**config.mk**
```make
export PLATFORM = sky130hd
export DESIGN_NAME = uart_rx
export DESIGN_NICKNAME = d
export VERILOG_FILES = /design/src/rtl/uart_rx.sv
export SDC_FILE = /design/constraint.sdc
export NUM_CORES = 1
export LEC_CHECK = 0
export ABC_AREA = 1
export BUFFER_PORTS_ARGS = -buffer_cell sky130_fd_sc_hd__buf_4
export CAP_MARGIN = 0
export CORE_ASPECT_RATIO = 1.25
export CORE_MARGIN = 2
export CORE_UTILIZATION = 35
export DETAILED_ROUTE_END_ITERATION = 10
export GPL_TIMING_DRIVEN = 0
export SLEW_MARGIN = 20
export SYNTH_ARGS = -nofsm -noshare
export SYNTH_HDL_FRONTEND = slang
export SYNTH_SLANG_ARGS = --single-unit
```
**constraint.sdc**
```tcl
create_clock -name fpga_clk -period 1.4 [get_ports fpga_clk]
set_input_delay 0.14 -clock fpga_clk [delete_from_list [all_inputs] [get_ports fpga_clk]]
set_output_delay 0.14 -clock fpga_clk [all_outputs]
set_load 0.01 [all_outputs]
```
**src/rtl/uart_rx.sv**
```systemverilog
`default_nettype none
// ============================================================================
// Module   : uart_rx
// Brief    : UART receiver with 2-FF line synchroniser, mid-bit sampling,
//            stop-bit check and a one-entry valid/ready output register.
// Revision : 1.0
// ============================================================================
module uart_rx #(
    parameter int CLKS_PER_BIT = 16,
    parameter bit MSB_FIRST    = 1'b1
) (
    input  logic       fpga_clk,
    input  logic       nrst,
    input  logic       sin,
    output logic [7:0] dout,
    output logic       rx_valid,
    input  logic       rx_ready,
    output logic       frame_err,
    output logic       overrun,
    output logic       busy_rx
);

    localparam int CW = $clog2(CLKS_PER_BIT);
    localparam logic [CW-1:0] HALF_M1 = CW'(CLKS_PER_BIT / 2 - 1);
    localparam logic [CW-1:0] FULL_M1 = CW'(CLKS_PER_BIT - 1);

    typedef enum logic [1:0] {IDLE, START, DATA, STOP} state_t;

    state_t        state, state_n;
    logic [CW-1:0] cnt, cnt_n;
    logic [2:0]    bit_idx, bit_idx_n;
    logic [7:0]    shreg, shreg_n;
    logic          sync1, sin_s;
    logic          byte_done, stop_bad;

    always_ff @(posedge fpga_clk) begin
        if (!nrst) begin
            sync1   <= 1'b1;
            sin_s   <= 1'b1;
            state   <= IDLE;
            cnt     <= '0;
            bit_idx <= '0;
            shreg   <= '0;
        end else begin
            sync1   <= sin;
            sin_s   <= sync1;
            state   <= state_n;
            cnt     <= cnt_n;
            bit_idx <= bit_idx_n;
            shreg   <= shreg_n;
        end
    end

    always_comb begin
        state_n   = state;
        cnt_n     = cnt;
        bit_idx_n = bit_idx;
        shreg_n   = shreg;
        byte_done = 1'b0;
        stop_bad  = 1'b0;
        case (state)
            IDLE: begin
                if (!sin_s) begin
                    state_n = START;
                    cnt_n   = '0;
                end
            end
            START: begin
                cnt_n = cnt + 1'b1;
                if (cnt == HALF_M1) begin
                    cnt_n = '0;
                    // A line that is high again at mid start bit was only a glitch.
                    if (!sin_s) begin
                        state_n   = DATA;
                        bit_idx_n = '0;
                    end else begin
                        state_n = IDLE;
                    end
                end
            end
            DATA: begin
                cnt_n = cnt + 1'b1;
                if (cnt == FULL_M1) begin
                    cnt_n     = '0;
                    bit_idx_n = bit_idx + 1'b1;
                    if (MSB_FIRST)
                        shreg_n = {shreg[6:0], sin_s};
                    else
                        shreg_n = {sin_s, shreg[7:1]};
                    if (bit_idx == 3'd7)
                        state_n = STOP;
                end
            end
            STOP: begin
                cnt_n = cnt + 1'b1;
                if (cnt == FULL_M1) begin
                    cnt_n   = '0;
                    state_n = IDLE;
                    if (sin_s)
                        byte_done = 1'b1;
                    else
                        stop_bad = 1'b1;
                end
            end
            default: state_n = IDLE;
        endcase
    end

    always_ff @(posedge fpga_clk) begin
        if (!nrst) begin
            dout      <= 8'h00;
            rx_valid  <= 1'b0;
            frame_err <= 1'b0;
            overrun   <= 1'b0;
        end else begin
            frame_err <= stop_bad;
            overrun   <= 1'b0;
            if (byte_done) begin
                // A same-cycle accept frees the register for the new byte.
                if (!rx_valid || rx_ready) begin
                    dout     <= shreg;
                    rx_valid <= 1'b1;
                end else begin
                    overrun <= 1'b1;
                end
            end else if (rx_valid && rx_ready) begin
                rx_valid <= 1'b0;
            end
        end
    end

    assign busy_rx = (state != IDLE);

endmodule
`default_nettype wire

```
Word level (Yosys, flattened, before mapping)
Index checks and enable logic that the tools add are counted.

Register bits after elaboration: 30. Latch bits: 0. RAM bits: 0. Bits in read-only memories: 0. Input port bits: 4. Output and inout port bits: 12. Logic and storage cells: 63. Memories: 0.

$add $sub $neg: 2. Multipliers: 0. Div/mod/pow operators: 0. $lt $le $gt $ge: 0. Equal/unequal tests: 13. Shift operators: 0. Mux-type cells: 23. Bitwise gates (word level): 0. Reductions and logical operators: 15.

Operator list (number): $mux 2 (6); $mux 4 (3); $ne 2x2->1 const B (6); $pmux 4 s3 (1); $mux 3 (3); $mux 1 (8); $pmux 2 s4 (1); $reduce_and 2->1 (4); $pmux 3 s2 (1); $reduce_bool 2->1 (3); $reduce_and 5->1 (1); $add 4x1->4 const B (1); $eq 2x2->1 const B (2); $eq 4x3->1 const B (1); $eq 4x4->1 const B (1); $reduce_and 4->1 (1); $add 3x1->3 const B (1); $eq 3x3->1 const B (1); $reduce_and 3->1 (1); $eq 2x1->1 const B (1); $logic_not 2->1 (1); $ne 2x1->1 const B (1); $reduce_or 2->1 (1); $logic_and 1x1->1 (1); 2 further kinds (2).

Depth between registers and ports, before layout
Depth after elaboration: 5. Gate-level depth with buffers: 9. Depth with buffers taken out: 9.

Worst setup path before layout
OpenSTA, ideal clock, no wires.

Kind: register to register. Start point: register cnt[0]. End point: register dout[1]. Library setup time: 0.116 ns. Arrival time: 1.118 ns. Required time: 1.284 ns. Path slack: 0.166 ns. Stages on the path, launching flop included: 7. Clock period less this slack: 1.234 ns. Path through: dfxtp_1 -> ha_1 -> nand3_4 -> inv_2 -> nand4_4 -> o21ai_0 -> nor2_1.

Cells in the longest elaborated chain, start to end: 4.

RTL lines: start: declaration (line 30) `logic [CW-1:0] cnt, cnt_n;`; start signal: assignment (line 48) `cnt <= cnt_n;`; $eq 4x4->1 (line 96) `if (cnt == FULL_M1) begin`; $mux 1 (line 96); $mux 1 (line 61) `case (state)`; $reduce_and 2->1 (no line); end signal: assignment (line 121) `dout <= shreg;`; end: declaration (line 15) `output logic [7:0] dout,`.

No other way between the ends. A chain may end at the register's enable or synchronous reset.

Worst setup path after layout
Start point: register cnt[1]. End point: register dout[0].

Same word-level chain as after synthesis.

==> flow_summary.ini <==
[outcome]
outcome = finished, final reports clean

[clocking]
clk_latency_ns = 0.29
numCtsBuffers = 5
cts_resized = 0
cts_hold_buf = 0
ctsHtreeMaxLevel = 2
path_clk_slew_ns = 0.07
clk_path_buf_depth = 2
post-cts-setup-buffers = 0
cts_sinks = 30
cts-root-buf = clkbuf_8
cts_tree = yes

[placed_design]
place_hpwl_um = 1724
dp.cells = 213
io_buffers = 15
place.gp.congestion = 0.7724

[floorplanning]
die_x_um = 57.45
num_rows = 24
start_util_pct = 36.20
fp.dieH_um = 70.82
io_pins = 16
fp.coreArea_um2 = 3453
fp.dieArea_um2 = 4068

[cells_and_area]
n_antenna_cell = 0
final_cells = 221
fin_util_pct = 44.02
drive_gt1_share_pct = 23.63
num-fill-cells = 365
nets = 188
syn_to_final_growth_pct = 21.62

[global_route]
grt_use_total_pct = 13.31
grt_pass1_vias = 963
grt_overflow = 0
grt_pass1_wl_um = 4057
grt_max_degree = 11
antenna_found_initial = 0

[sta]
tns_ns = 0
finalMaxSlewViolations = 0
finalHoldViolCount = 0
fmax_mhz = 764.1
fin_crit_sh_pct = 93.48
setup_viol = 0
worstMarginPinSlew_ns = 0.4526
hold_ws_ns = 0.03289
slew_headroom_pct = 69.83
min_period_ns = 1.309
fin_skew_ns = 0.008487

[yosys]
ys_ff_latch = 30
ys_types = 24
yosysMostFrequentCell = nor2_1
netlist_instances = 159
postSynthAreaPerCell_um2 = 7.861
synth_fp_nets = 166
synth_area_um2 = 1250
synth_top_area_share_pct = 48.05
synth_edf_count = 0
yosysWarnings = 0
synth_area_leader_cell = dfxtp_1
netlist_top_cells_count = nor2_1, dfxtp_1, nand2_1, o21ai_0, inv_1
ys.flop_type = dfxtp_1
ys_top_cells_by_area = dfxtp_1, nor2_1, o21ai_0
synth-seq-area-share_pct = 48.05
synthArstFlopShare_pct = 0

[route]
first_iter_violations = 22
vias = 1027
wl_met1_um = 953
drc_errors = 0
ant_nets = 0
wl_met2_um = 1137
first_pass_iters = 4
wl_per_cell_um = 10.33
drt_wl_total_um = 2283
vias_per_cell = 4.647
highest_layer = met4
routed-wl-met3_um = 125

[worst_setup_path]
reg2reg_depth = 7
path_max_fanout = 9
crit_path_top_delay_cell = dfxtp_1
r2r-start = cnt[1]$_SDFFE_PN0P_
r2r_slack_ns = 0.09
cp_top_family = flip-flops
cpPeakStageDelay_ns = 0.40
crit_path_end_kind = register
cp.required_ns = 1.62
critPathKind = register to register
worstSetupStartpointType = register
cp_num_buf_inv = 2
cp.arrival_ns = 1.53
path_cells = ha_4 -> nand3_4 -> inv_2 -> nand4_4 -> clkinv_4 -> o21ai_2 -> a21oi_2
worstReg2RegEnd = dout[0]$_SDFFE_PN0P_

[power_and_ir_drop]
p_leak_nw = 0.6405
peakVddDrop_v = 0.0006565
power_density_nw_per_um2 = 1160

[min_path]
hold_depth = 2
hold_path_class = input port to register
hp-start = sin
worst_hold_path.endpoint = sync1$_SDFF_PN1_

[run]
drv_cap = 0
[power by group]
group	internal [mW]	switching [mW]	total, mW
clock	0.394	0.331	0.725
combinational	0.0546	0.0864	0.141
sequential	0.871	0.0266	0.898
[worst max path at each step]
| stage | start | to | depth (start not counted) |
|---|---|---|---|
| finish | cnt[1]$_SDFFE_PN0P_ | dout[0]$_SDFFE_PN0P_ | 7 |
| global route | cnt[1]$_SDFFE_PN0P_ | dout[0]$_SDFFE_PN0P_ | 7 |
| CTS | cnt[0]$_SDFFE_PN0P_ | dout[5]$_SDFFE_PN0P_ | 6 |
| detailed placement | cnt[0]$_SDFFE_PN0P_ | dout[5]$_SDFFE_PN0P_ | 6 |
| global placement | cnt[0]$_SDFFE_PN0P_ | dout[7]$_SDFFE_PN0P_ | 6 |
| floorplan | cnt[0]$_SDFFE_PN0P_ | dout[1]$_SDFFE_PN0P_ | 6 |
[kinds of logic after synthesis]
family          count (synthesis)  share of synthesized area, %
simple gates                   71                         26.63
compound gates                 32                         14.01
flops                          30                         48.05
buf+inv                        22                         7.608
fa+ha+maj                       3                         3.003
xor+xnor                        1                        0.7008
[cell usage in the layout, fill, tap and decap left out, types with 2 or more instances in the layout]
master and n:
clkbuf_1 2, dfxtp_1 29, nand3_1 6, a21oi_1 9, ha_1 2, inv_1 12, buf_4 15, nand2_1 21
or2_2 2, o21ai_2 2, clkbuf_8 6, nor3_1 2, o21ai_0 14, a21oi_2 2, o21ai_1 5, nor2_1 34
inv_2 5, nor2_4 2
[flip-flops by register name, indices dropped and copies added, names as in the netlist, named ones only]
| signal | cells |
|---|---|
| bit_idx | 3 |
| cnt | 4 |
| dout | 8 |
| frame_err | 1 |
| overrun | 1 |
| rx_valid | 1 |
| shreg | 8 |
| sin_s | 1 |
| state | 1 |
| sync1 | 1 |
[routing by layer]
layer | vias to the layer above | GRT usage, %
met5 | - | 0
met4 | 0 | 8.527
met3 | 6 | 5.667
met2 | 20 | 22.47
met1 | 451 | 13.08
li1 | 550 | -
[layout make-up]
cell class	count	area (um^2)	share of cell area [%]
flip-flops and latches	30	601.8	39.59
multi-input cells	107	566.8	37.28
repair buffers	15	112.6	7.407
clock buffers	6	82.58	5.432
inverters	18	72.57	4.774
well taps	39	48.80	3.210
plain buffers	4	22.52	1.481
clock inverters	2	12.51	0.8230
[per-stage QoR]
step	total power [mW]	worst slack (ns)	instance area, um^2
after floorplan	1.008	0.1657	1250
after global placement	1.045	0.05822	1411
after detailed placement	1.050	0.01646	1411
after CTS	1.786	0.004496	1506
after global routing	1.856	-0.008708	1520
final	1.764	0.09122	1520
Power figures use the tool's default switching activity.
